[src/rtl/multicycle_ctrl.sv]
// Multicycle RISC-V style control FSM: sequences fetch, decode, memory,
// ALU, jump and branch steps and drives the datapath selects and strobes.
//
// state  | meaning
// -------+-------------------------------------------------------------
// FETCH  | read instruction at PC, PC+4 into PC when memory is ready
// DECODE | classify opcode, compute branch/JAL target into ALUOut
// MEMADR | compute load/store effective address
// MEMRD  | load access, waits for mem_ready
// MEMWB  | write load data into the register file
// MEMWR  | store access, waits for mem_ready
// EXEC_R | register-register ALU operation
// EXEC_I | register-immediate ALU operation
// ALUWB  | write ALUOut into the register file
// JAL    | load jump target (ALUOut) into PC
// JALR   | load rs1+imm into PC
// LINK   | write oldPC+4 into rd
// BRANCH | compare, conditionally load target into PC
// LUI    | pass the U immediate through the ALU
module multicycle_ctrl (
    input  logic        clk,
    input  logic        rst_n,
    input  logic [31:0] instr,
    input  logic        zero,
    input  logic        mem_ready,
    output logic        mem_req,
    output logic        mem_we,
    output logic        adr_src,
    output logic        ir_write,
    output logic        pc_write,
    output logic        reg_write,
    output logic [1:0]  alu_src_a,
    output logic [1:0]  alu_src_b,
    output logic [1:0]  result_src,
    output logic [2:0]  imm_src,
    output logic [1:0]  alu_op,
    output logic        instr_done,
    output logic        illegal,
    output logic [3:0]  state
);

    typedef enum logic [3:0] {
        S_FETCH  = 4'd0,
        S_DECODE = 4'd1,
        S_MEMADR = 4'd2,
        S_MEMRD  = 4'd3,
        S_MEMWB  = 4'd4,
        S_MEMWR  = 4'd5,
        S_EXEC_R = 4'd6,
        S_EXEC_I = 4'd7,
        S_ALUWB  = 4'd8,
        S_JAL    = 4'd9,
        S_JALR   = 4'd10,
        S_LINK   = 4'd11,
        S_BRANCH = 4'd12,
        S_LUI    = 4'd13
    } state_t;

    localparam logic [6:0] OP_LOAD   = 7'b0000011;
    localparam logic [6:0] OP_STORE  = 7'b0100011;
    localparam logic [6:0] OP_R      = 7'b0110011;
    localparam logic [6:0] OP_I      = 7'b0010011;
    localparam logic [6:0] OP_JAL    = 7'b1101111;
    localparam logic [6:0] OP_JALR   = 7'b1100111;
    localparam logic [6:0] OP_BRANCH = 7'b1100011;
    localparam logic [6:0] OP_LUI    = 7'b0110111;

    state_t     state_q;
    state_t     state_d;
    logic [6:0] opcode;
    logic [2:0] funct3;
    logic       unused_instr_bits;

    assign opcode            = instr[6:0];
    assign funct3            = instr[14:12];
    assign unused_instr_bits = ^{instr[31:15], instr[11:7]};
    assign state             = state_q;

    // State register with synchronous reset back to FETCH.
    always_ff @(posedge clk) begin
        if (!rst_n) state_q <= S_FETCH;
        else        state_q <= state_d;
    end

    // Immediate format follows the opcode regardless of the current state.
    always_comb begin
        imm_src = 3'b000;
        case (opcode)
            OP_STORE:  imm_src = 3'b001;
            OP_BRANCH: imm_src = 3'b010;
            OP_JAL:    imm_src = 3'b011;
            OP_LUI:    imm_src = 3'b100;
            default:   imm_src = 3'b000;
        endcase
    end

    // Next-state and Moore outputs; strobes are squashed while in reset so a
    // pending memory access is abandoned without any write.
    always_comb begin
        state_d    = S_FETCH;
        mem_req    = 1'b0;
        mem_we     = 1'b0;
        adr_src    = 1'b0;
        ir_write   = 1'b0;
        pc_write   = 1'b0;
        reg_write  = 1'b0;
        alu_src_a  = 2'b00;
        alu_src_b  = 2'b00;
        result_src = 2'b00;
        alu_op     = 2'b00;
        instr_done = 1'b0;
        illegal    = 1'b0;
        case (state_q)
            S_FETCH: begin
                mem_req    = 1'b1;
                alu_src_b  = 2'b10;
                result_src = 2'b10;
                ir_write   = mem_ready;
                pc_write   = mem_ready;
                state_d    = mem_ready ? S_DECODE : S_FETCH;
            end
            S_DECODE: begin
                alu_src_a = 2'b01;
                alu_src_b = 2'b01;
                case (opcode)
                    OP_LOAD, OP_STORE: state_d = S_MEMADR;
                    OP_R:              state_d = S_EXEC_R;
                    OP_I:              state_d = S_EXEC_I;
                    OP_JAL:            state_d = S_JAL;
                    OP_JALR:           state_d = S_JALR;
                    OP_BRANCH:         state_d = S_BRANCH;
                    OP_LUI:            state_d = S_LUI;
                    default: begin
                        state_d = S_FETCH;
                        illegal = 1'b1;
                    end
                endcase
            end
            S_MEMADR: begin
                alu_src_a = 2'b10;
                alu_src_b = 2'b01;
                state_d   = instr[5] ? S_MEMWR : S_MEMRD;
            end
            S_MEMRD: begin
                mem_req = 1'b1;
                adr_src = 1'b1;
                state_d = mem_ready ? S_MEMWB : S_MEMRD;
            end
            S_MEMWB: begin
                result_src = 2'b01;
                reg_write  = 1'b1;
                instr_done = 1'b1;
            end
            S_MEMWR: begin
                mem_req    = 1'b1;
                mem_we     = 1'b1;
                adr_src    = 1'b1;
                instr_done = mem_ready;
                state_d    = mem_ready ? S_FETCH : S_MEMWR;
            end
            S_EXEC_R: begin
                alu_src_a = 2'b10;
                alu_op    = 2'b10;
                state_d   = S_ALUWB;
            end
            S_EXEC_I: begin
                alu_src_a = 2'b10;
                alu_src_b = 2'b01;
                alu_op    = 2'b10;
                state_d   = S_ALUWB;
            end
            S_LUI: begin
                alu_src_a = 2'b11;
                alu_src_b = 2'b01;
                state_d   = S_ALUWB;
            end
            S_ALUWB: begin
                reg_write  = 1'b1;
                instr_done = 1'b1;
            end
            S_JAL: begin
                pc_write = 1'b1;
                state_d  = S_LINK;
            end
            S_JALR: begin
                alu_src_a  = 2'b10;
                alu_src_b  = 2'b01;
                result_src = 2'b10;
                pc_write   = 1'b1;
                state_d    = S_LINK;
            end
            S_LINK: begin
                alu_src_a  = 2'b01;
                alu_src_b  = 2'b10;
                result_src = 2'b10;
                reg_write  = 1'b1;
                instr_done = 1'b1;
            end
            S_BRANCH: begin
                alu_src_a  = 2'b10;
                alu_op     = 2'b01;
                instr_done = 1'b1;
                // bne/blt/bltu take the branch when the compare is non-zero.
                case (funct3)
                    3'b001, 3'b100, 3'b110: pc_write = ~zero;
                    3'b010, 3'b011:         pc_write = 1'b0;
                    default:                pc_write = zero;
                endcase
            end
            default: state_d = S_FETCH;
        endcase
        if (!rst_n) begin
            mem_req    = 1'b0;
            mem_we     = 1'b0;
            ir_write   = 1'b0;
            pc_write   = 1'b0;
            reg_write  = 1'b0;
            instr_done = 1'b0;
            illegal    = 1'b0;
        end
    end

endmodule

[config.mk]
export PLATFORM = sky130hd
export DESIGN_NAME = multicycle_ctrl
export DESIGN_NICKNAME = d
export VERILOG_FILES = /design/src/rtl/multicycle_ctrl.sv
export SDC_FILE = /design/constraint.sdc
export NUM_CORES = 1
export LEC_CHECK = 0
export CORE_ASPECT_RATIO = 0.6
export CORE_MARGIN = 3
export CORE_UTILIZATION = 32
export CTS_CLUSTER_SIZE = 40
export DETAILED_ROUTE_END_ITERATION = 12
export PLACE_DENSITY = 0.88
export SYNTH_ARGS = -nofsm -noshare
export SYNTH_HDL_FRONTEND = slang
export SYNTH_SLANG_ARGS = --single-unit
[constraint.sdc]
create_clock -name clk -period 1.8 [get_ports clk]
set_input_delay 0.27 -clock clk [delete_from_list [all_inputs] [get_ports clk]]
set_output_delay 0.27 -clock clk [all_outputs]
set_load 0.05 [all_outputs]
==> metrics.txt, run 1 <==
outcome=finished, violations left; violated checks=setup timing; Root Driver=clkbuf_8; Initial Util=36.24%; Synth area leaders=dfxtp_1 11%, nand2_1 7.3%, a21oi_1 5.6%; max reg flops=4; CTS H-tree lvls=1; hold wc startpoint=state[3]$_SDFF_PN0_; hpwl dp=around 2900 um; RSZ-0062 raised after global routing=yes; WL/cell=roughly 25 um; overall routing resource usage=35.80%; Syn Area/Cell=6.356 um^2; max-cap violations=0; synth cell count leaders=14 x nand2_1, 8 x a21oi_1, 8 x o21ai_0; Hold Path End=state[3]$_SDFF_PN0_; CTS tree=yes; HP Class=reg2reg; clk buf depth=2; critical path data arrival time=1590 ps; Power Density=~540 mW/mm^2; num rows=12; setup violators final=6; first-pass GRT wire length=7541 um; initial antenna violation count=1; startpoint types=register; Crit. End Element=output port; Hold Violations, Final=0; clk slew on worst S/H paths=40 ps; final net count=about 220; Ant. Diodes=0; Reg-to-Reg Start=state[3]$_SDFF_PN0_; Ys Warns=0; Peak VDD IR=0.0003401 V; Setup WS post-layout=-56.48 ps; fin crit share=103.1%; DIE HEIGHT=42.70 um; Area after DPL=0.001604 mm^2; R2R Path End=state[1]$_SDFF_PN0_; DRC Markers=0; RePlAce Congestion=0.9497; Reg2Reg Setup Slack=about 10 ps; Slew Limit Fails=0; Yosys top cell area share=11.15%; register area share after synthesis=11.15%; top_reg_cell synth=dfxtp_1; f_max=538.7 MHz; port bufs=36; synth unique cells=37; Post-synth ARST share=0%; area leader, netlist=dfxtp_1; P_leak=0.7613 nW; most numerous cell in the Yosys netlist=nand2_1; clock network power share=20.1%; Die ar.=0.002867 mm^2; Post-Syn Area=718.2 um^2; sw frac=a little under half; Initial DRT Pass Iterations=6; worst r2r path cells=5; largest net degree at the start of global routing=16; final instance area=0.001877 mm^2; clk sinks=4; DRT Wirelength=5399 um; P_sw=0.4695 mW; Hold-fix buffers, CTS=0; Die Width=67.16 um; core area=0.001982 mm^2; share of layout cells above drive strength 1=around 58%; Mapped Cells=113; vias in the first global route=1,384; WP data required=1530 ps; synthesis-to-layout area growth=161.3%; synthesis-stage register bit count=4; Sequential Power Share=11.9%; post-layout util=94.70%; Worst-Margin Slew=397.6 ps; Pint=0.5515 mW; Via density=between 6 and 7; Comb power frac=roughly 70%; Layout Skew=2.266 ps; Post-synth EDFFs=0; final critical-path required period=1856 ps; Hold Path Cell Cnt=2; # IOs=59; Total Power=1.021 mW; Syn Nets=149; gr ovfl total=0; worst-path maximum fanout=8; Via Count=1,465; latest clock arrival within the worst-skew pair=230 ps; TritonCTS buffer count=3; Max-slew headroom=73.40%; Setup CP Type=reg2out; antenna viol nets, final=0; iteration-0 DRC count of the detailed router=332
-- layout make-up --
type | instances | area (um^2)
inverter | 3 | 13.76
multi-input combinational | 98 | 822.0
timing repair buffer | 77 | 869.6
tap | 28 | 35.03
fill | 53 | 105.1
clock buffer | 3 | 41.29
sequential | 4 | 95.09
-- cells in the final DEF, fill, tap and decap left out, drive strengths merged --
master         instances
and2                   2
nor3                   7
and4                   2
a2bb2oi                1
dlymetal6s2s           1
nand3b                 1
a2111o                 1
dfxtp                  4
buf                   64
dlygate4sd2            8
clkbuf                 3
xnor2                  3
and4bb                 1
nand2b                 4
nand2                 14
o32ai                  2
nor2b                  6
nor3b                  2
o21a                   2
o21ai                  8
nor2                   7
mux2i                  1
a21oi                  8
a31oi                  3
o22ai                  2
a311oi                 1
xor2                   2
a21boi                 2
nand3                  6
and3                   2
or3                    2
clkdlybuf4s50          4
a221oi                 1
a311o                  1
nand4b                 1
inv                    3
o2bb2ai                1
o211a                  1
a211o                  1
-- metal layers --
| metal | GRT usage (%) | wire length (um) | vias to the layer above | share of wire (%) |
|---|---|---|---|---|
| li1 | - | - | 569 | - |
| met1 | 42.99 | 1777 | 639 | 33 |
| met2 | 54.30 | 2260 | 178 | 42 |
| met3 | 8.995 | 775 | 79 | 14 |
| met4 | 27.02 | 586 | 0 | 11 |
| met5 | 0 | 0 | - | 0 |
-- worst max-delay path: stages (launching register included) --
cell	delay (ps)
dfxtp_4	380
buf_6	150
nor2b_4	130
nand2_2	80
a221oi_2	270
o21a_2	210
buf_12	130
-- worst max-delay path by stage --
stage,startpoint,end,slack [ps],cells after the start
6_report,state[3]$_SDFF_PN0_,pc_write,-60,6
3_3_place_gp,mem_ready,pc_write,-140,6
3_5_place_dp,instr[4],illegal,-170,6
4_1_cts,state[0]$_SDFF_PN0_,alu_src_b[1],-10,5
5_1_grt,state[0]$_SDFF_PN0_,alu_src_b[1],-130,5
2_1_floorplan,state[2]$_SDFF_PN0_,pc_write,-250,5
-- metrics by stage --
stage / instances / hold WS (ps) / setup slack, ps / setup TNS [ps]
after floorplan: 113 / 441.1 / -250.9 / -375.8
after global placement: 194 / 635.7 / -140.7 / -420.4
after detailed placement: 194 / 660.7 / -170.0 / -629.4
after CTS: 206 / 632.5 / -10.68 / -10.68
after global routing: 213 / 682.2 / -126.6 / -572.0
final: 213 / 670.3 / -56.48 / -168.2
-- logic make-up (layout without fill, tap and decap cells) --
kind of cell | after synthesis | after routing | synth area share (%)
buf+inv | 11 | 83 | 6.271
compound gates | 35 | 35 | 32.58
mux | 1 | 1 | 1.394
simple gates | 57 | 57 | 42.51
flops | 4 | 4 | 11.15
xor+xnor | 5 | 5 | 6.099
-- timing repair --
item                       CTS  global route
pin swaps                   10             6
gates resized for setup     25            20
setup endpoints to repair    9            12
setup buffers                9             7
-- power by group through the flow --
| stage | Sequential [mW] | Clock, mW | Combinational, mW |
|---|---|---|---|
| 2_1_floorplan | 0.124 | 0 | 0.302 |
| 3_3_place_gp | 0.120 | 0 | 0.579 |
| 3_5_place_dp | 0.123 | 0 | 0.600 |
| 4_1_cts | 0.121 | 0.198 | 0.619 |
| 5_1_grt | 0.123 | 0.212 | 0.715 |
| 6_report | 0.121 | 0.205 | 0.695 |
(Power assumes the default switching activity.)
==> inputs of run 2 (changes only) <==
Settings changed: PLACE_DENSITY 0.88 to 0.85.
==> run 2 against run 1 <==
The run still ends with setup timing left. Combinational power is 2% lower. First-iteration DRC count is 48% lower. Global-route usage is 5.8 points lower. Via count is 5.3% lower. Sequential power is 3% higher. Critical path depth stayed put. Clock-buffer cell count stayed put. Register-to-register slack better by 190 ps. Fmax is 0.52% higher. Design area is 0.93% lower. Die area stayed put.
==> metrics.txt, run 2 (synthesized netlist as in run 1, its figures left out) <==
Reg2Reg Setup Slack=200 ps; Crit. End Element=output port; WHS=729.2 ps; Via Count=1,388; clock network power share=20.1%; initial antenna violation count=0; iteration-0 DRC count of the detailed router=171; Comb power frac=67.5%; Peak VDD IR=between 0.0002 and 0.0003 V; worst-path maximum fanout=6; RePlAce Congestion=0.9028; f_max=541.5 MHz; CTS H-tree lvls=1; RSZ-0062 raised after global routing=yes; P_leak=between 0.7 and 0.8 nW; Max-slew headroom=75.61%; Ant. Diodes=0; final critical-path required period=roughly 1800 ps; DRT Wirelength=~5100 um; setup violators final=4; Hold Violations, Final=0; latest clock arrival within the worst-skew pair=about 230 ps; HP Class=reg2reg; critical path data arrival time=approximately 1600 ps; Root Driver=clkbuf_8; outcome=finished, violations left; Die Width=67.16 um; Slew Limit Fails=0; max reg flops=4; Initial Util=a little over a third; Initial DRT Pass Iterations=5; area of the multi-input gates=slightly above 800 um^2; Pint=around 0.55 mW; Sequential Power Share=12.4%; share of layout cells above drive strength 1=57.69%; num rows=12; Sequential Area=about 95 um^2; Layout Skew=3.321 ps; gr ovfl total=0; # IOs=59; Setup CP Type=reg2out; fin crit share=102.6%; CTS tree=yes; antenna viol nets, final=0; Total Power=1.006 mW; port bufs=36; fillers=58; startpoint types=register; Hold-fix buffers, CTS=0; overall routing resource usage=between 20% and 30%; Setup WS post-layout=-46.89 ps; sw frac=45.36%; hpwl dp=about 2700 um; WP data required=1530 ps; DRC Markers=0; core area=0.001982 mm^2; violated checks=setup timing; Via density=6.610; WL/cell=24.12 um; vias in the first global route=1,204; final net count=220; clk sinks=4; max-cap violations=0; Die ar.=0.002867 mm^2; clk buf depth=2; DIE HEIGHT=~43 um; largest net degree at the start of global routing=19; most frequent cells in the layout=37 x buf_4, 21 x buf_12, 9 x nand2_1, 6 x o21ai_0, 6 x dlygate4sd2_1; most common cell after layout, fill and taps aside=buf_4; synthesis-to-layout area growth=158.9%; P_sw=0.4563 mW; Worst-Margin Slew=around 360 ps; first-pass GRT wire length=6382 um; Power Density=approximately 540 mW/mm^2; clk slew on worst S/H paths=roughly 40 ps; TritonCTS buffer count=3
## run 2: repair_timing
action | CTS | global route
setup buffers | 7 | 5
endpoints found under the setup margin | 10 | 11
pin swaps | 7 | 6
gates resized for setup | 22 | 22
## run 2: critical path, stage by stage (launching register included)
cell	delay [ps]
dfxtp_4	380
buf_6	150
buf_4	130
xor2_1	130
o22ai_1	170
and2_1	230
buf_12	150
## run 2: power groups by stage
stage	clock, mW	sequential [mW]	combinational [mW]
after CTS	0.194	0.121	0.615
after floorplan	0	0.124	0.302
after detailed placement	0	0.123	0.594
final	0.202	0.125	0.679
after global placement	0	0.121	0.574
after global routing	0.212	0.127	0.693
## run 2: cell type report
| class | count | share of cell area [%] |
|---|---|---|
| inverter | 3 | 0.9421 |
| clock buffer | 3 | 2.221 |
| tap | 28 | 1.884 |
| sequential | 4 | 5.114 |
| timing repair buffer | 74 | 46.43 |
| multi-input combinational | 98 | 43.41 |
## run 2: metal layers
metal / up-vias / part of all wire, % / track usage [%]
met5: - / 0 / 0
met4: 0 / 5.6 / 14.52
met3: 53 / 10 / 6.614
met2: 137 / 45 / 46.68
met1: 636 / 39 / 38.74
li1: 562 / - / -
## run 2: path summary, 6_finish.rpt
check | startpoint | endpoint | cells after the start
worst max-delay path | state[3]$_SDFF_PN0_ | alu_src_a[0] | 6
worst min-delay path | state[2]$_SDFF_PN0_ | state[0]$_SDFF_PN0_ | 2
worst max register to register | state[3]$_SDFF_PN0_ | state[3]$_SDFF_PN0_ | 6
worst min register to register | state[2]$_SDFF_PN0_ | state[0]$_SDFF_PN0_ | 2
## run 2: metrics by stage
stage               TNS [ps]  utilization [%]  std cells  area (um^2)  setup WS (ps)
finish                -107.6            93.81        210         1859         -46.89
global route          -231.3            93.81        210         1859         -78.91
CTS                   -13.11            88.07        205         1745         -13.11
detailed placement    -462.7            80.68        195         1599         -174.0
global placement      -444.1            80.68        195         1599         -149.4
floorplan             -375.8                -        113        854.6         -250.9
==> patch (config.mk and constraints of run 1) <==
Reset style: asynchronous (`rst_n`), changed in one clocked block. Comments in the files are not updated.
--- a/src/rtl/multicycle_ctrl.sv
+++ b/src/rtl/multicycle_ctrl.sv
@@ -77,7 +77,7 @@
     assign state             = state_q;
 
     // State register with synchronous reset back to FETCH.
-    always_ff @(posedge clk) begin
+    always_ff @(posedge clk or negedge rst_n) begin
         if (!rst_n) state_q <= S_FETCH;
         else        state_q <= state_d;
     end
Formal check against the unedited RTL: differs if rst_n is asserted again (counterexample within 4 cycles, from zero or initial values and one cycle with rst_n low); with rst_n held inactive, the same outputs for 10 cycles.
==> patch against run 1 <==
  * The flow still finishes with violations (negative setup slack)
  * Synthesized cell count stayed put
  * Die area is 4.6% higher
  * Setup slack worse by 0.058 ns
  * Sequential cell count stayed put
  * Wire length is 0.94% lower
  * Synthesized area is 5.2% higher
  * First-iteration DRC count is 54% lower
  * Design area is 3.7% higher
  * Critical endpoint is now instr_done
Power is not compared: it rests on default switching activity, and its combinational part moved more than twofold at a synthesized area within 25%.
==> patch: results (changes against run 1) <==
Yosys
  • Top_reg_cell synth: dfrtp_1
  • Async SR Flop Fraction: 1.000 (+1.000)
  • Post-synthesis xor/xnor area fraction: 0.04636 (-0.01462)
  • Compound-Gate Fraction of Synth Area: 0.3046 (-0.02115)
  • Top post-synthesis cells by area: dfrtp_1 (13%), a21oi_1 (6.6%), buf_2 (6.0%)
  • Mux contribution to synthesized area: 0.02649 (+0.01255)

GRT
  • Total GRT Usage: 0.3145 (-0.04352)
  • First-pass GRT wire length: 6879 um (-8.8%)
  • Antenna violations before repair: 0 (-1)
  • Vias in the first global route: 1293 (-6.6%)

STA
  • Final setup fails: 8 (+2)
  • Worst Setup Slack, final: -0.1149 ns (-0.05845 ns)
  • Clock Skews: 0.003542 ns (+0.001276 ns)
  • Slew HR: 0.7553 (+0.02136)
  • TNS Setup: -0.5790 ns (-0.4108 ns)

Placed design
  • DP Wirelength: 2908 um (-0.12%)
  • GP Congestion: 0.9411 (-0.91%)
  • Dpl ws: -0.2967 ns (-0.1268 ns)

Detailed routing
  • DR pass1 iterations: 5 (-1)
  • Drt total wl: 5348 um (-0.94%)
  • Iteration-0 DRC Markers: 153 (-54%)
  • Via Count: 1353 (-7.6%)

Min path
  • Worst hold path type: primary input to async pin

Status
  • Failing checks: negative setup slack
  • Status: finished, violations left

Worst setup path
  • Crit-path leading delay family: flip-flops
  • Worst Path Max Fanout: 7 (-1)
  • Crit-path slowest cell: dfrtp_2
  • Largest stage delay, worst path: 0.47 ns (+0.09 ns)

Finish
  • Nets: 218 (-2.2%)
==> patch: cell types whose count changed after synthesis, moves of 4 or more <==
cell,run 1,this run
buf_2,3,9
clkbuf_1,5,0
dfrtp_1,0,4
dfxtp_1,4,0
inv_1,2,6
nand2_1,14,10
==> patch: worst reg2reg max path, stage by stage, from the launching register on <==
cell and delay [ns]:
dfrtp_2 0.47, buf_4 0.17, or3b_1 0.37, o21ai_0 0.14
a21oi_1 0.13, o22ai_1 0.19
==> patch: what timing repair did <==
item,in CTS,in global routing
endpoints found under the setup margin,15,15
gates resized for setup,25,34
pin swaps,7,15
hold buffers,0,0
buffers inserted,7,7
==> patch: stage by stage <==
step / instances / instance area, sq um
4_1_cts: 201 / 1795
2_1_floorplan: 113 / 900.9
3_3_place_gp: 191 / 1635
6_report: 208 / 1947
3_5_place_dp: 191 / 1635
5_1_grt: 208 / 1947
==> patch: path summary, 6_finish.rpt <==
check	startpoint	endpoint	slack, ns	cells after the start
min reg2reg	state[3]	state[2]	0.81	3
min in group clk	instr[6]	state[1]	0.68	5
max reg2reg	state[3]	state[1]	0.23	5
min	rst_n	state[2]	0.49	2
max in group asynchronous	rst_n	state[3]	1.17	2
max	state[3]	instr_done	-0.11	6
==> patch: cells by family after synthesis <==
family | count (synthesis)
AND/OR/NAND/NOR | 53
buffers and inverters | 16
XOR/XNOR | 4
flip-flops | 4
AO/OA/AOI/OAI | 34
multiplexers | 2
==> patch: layout make-up <==
| type | count | area, sq um |
|---|---|---|
| Sequential cell | 4 | 105.1 |
| Inverter | 7 | 28.78 |
| Multi-Input combinational cell | 93 | 857.1 |
| Timing Repair Buffer | 73 | 879.6 |
| Fill cell | 46 | 80.08 |
| Tap cell | 28 | 35.03 |
| Clock buffer | 3 | 41.29 |
==> patch: routing by layer <==
layer | vias up | share of wire | GRT usage | wire length (um)
met3 | 42 | 0.10 | 0.07254 | 551
met1 | 637 | 0.37 | 0.3865 | 1997
li1 | 547 | - | - | -
met5 | - | 0 | 0 | 0
met2 | 127 | 0.46 | 0.5028 | 2480
met4 | 0 | 0.059 | 0.1783 | 318
==> patch: power breakdown <==
part	switching [W]	internal (W)
clock	0.0000497	0.000143
combinational	0.000971	0.000830
sequential	0.0000362	0.000112
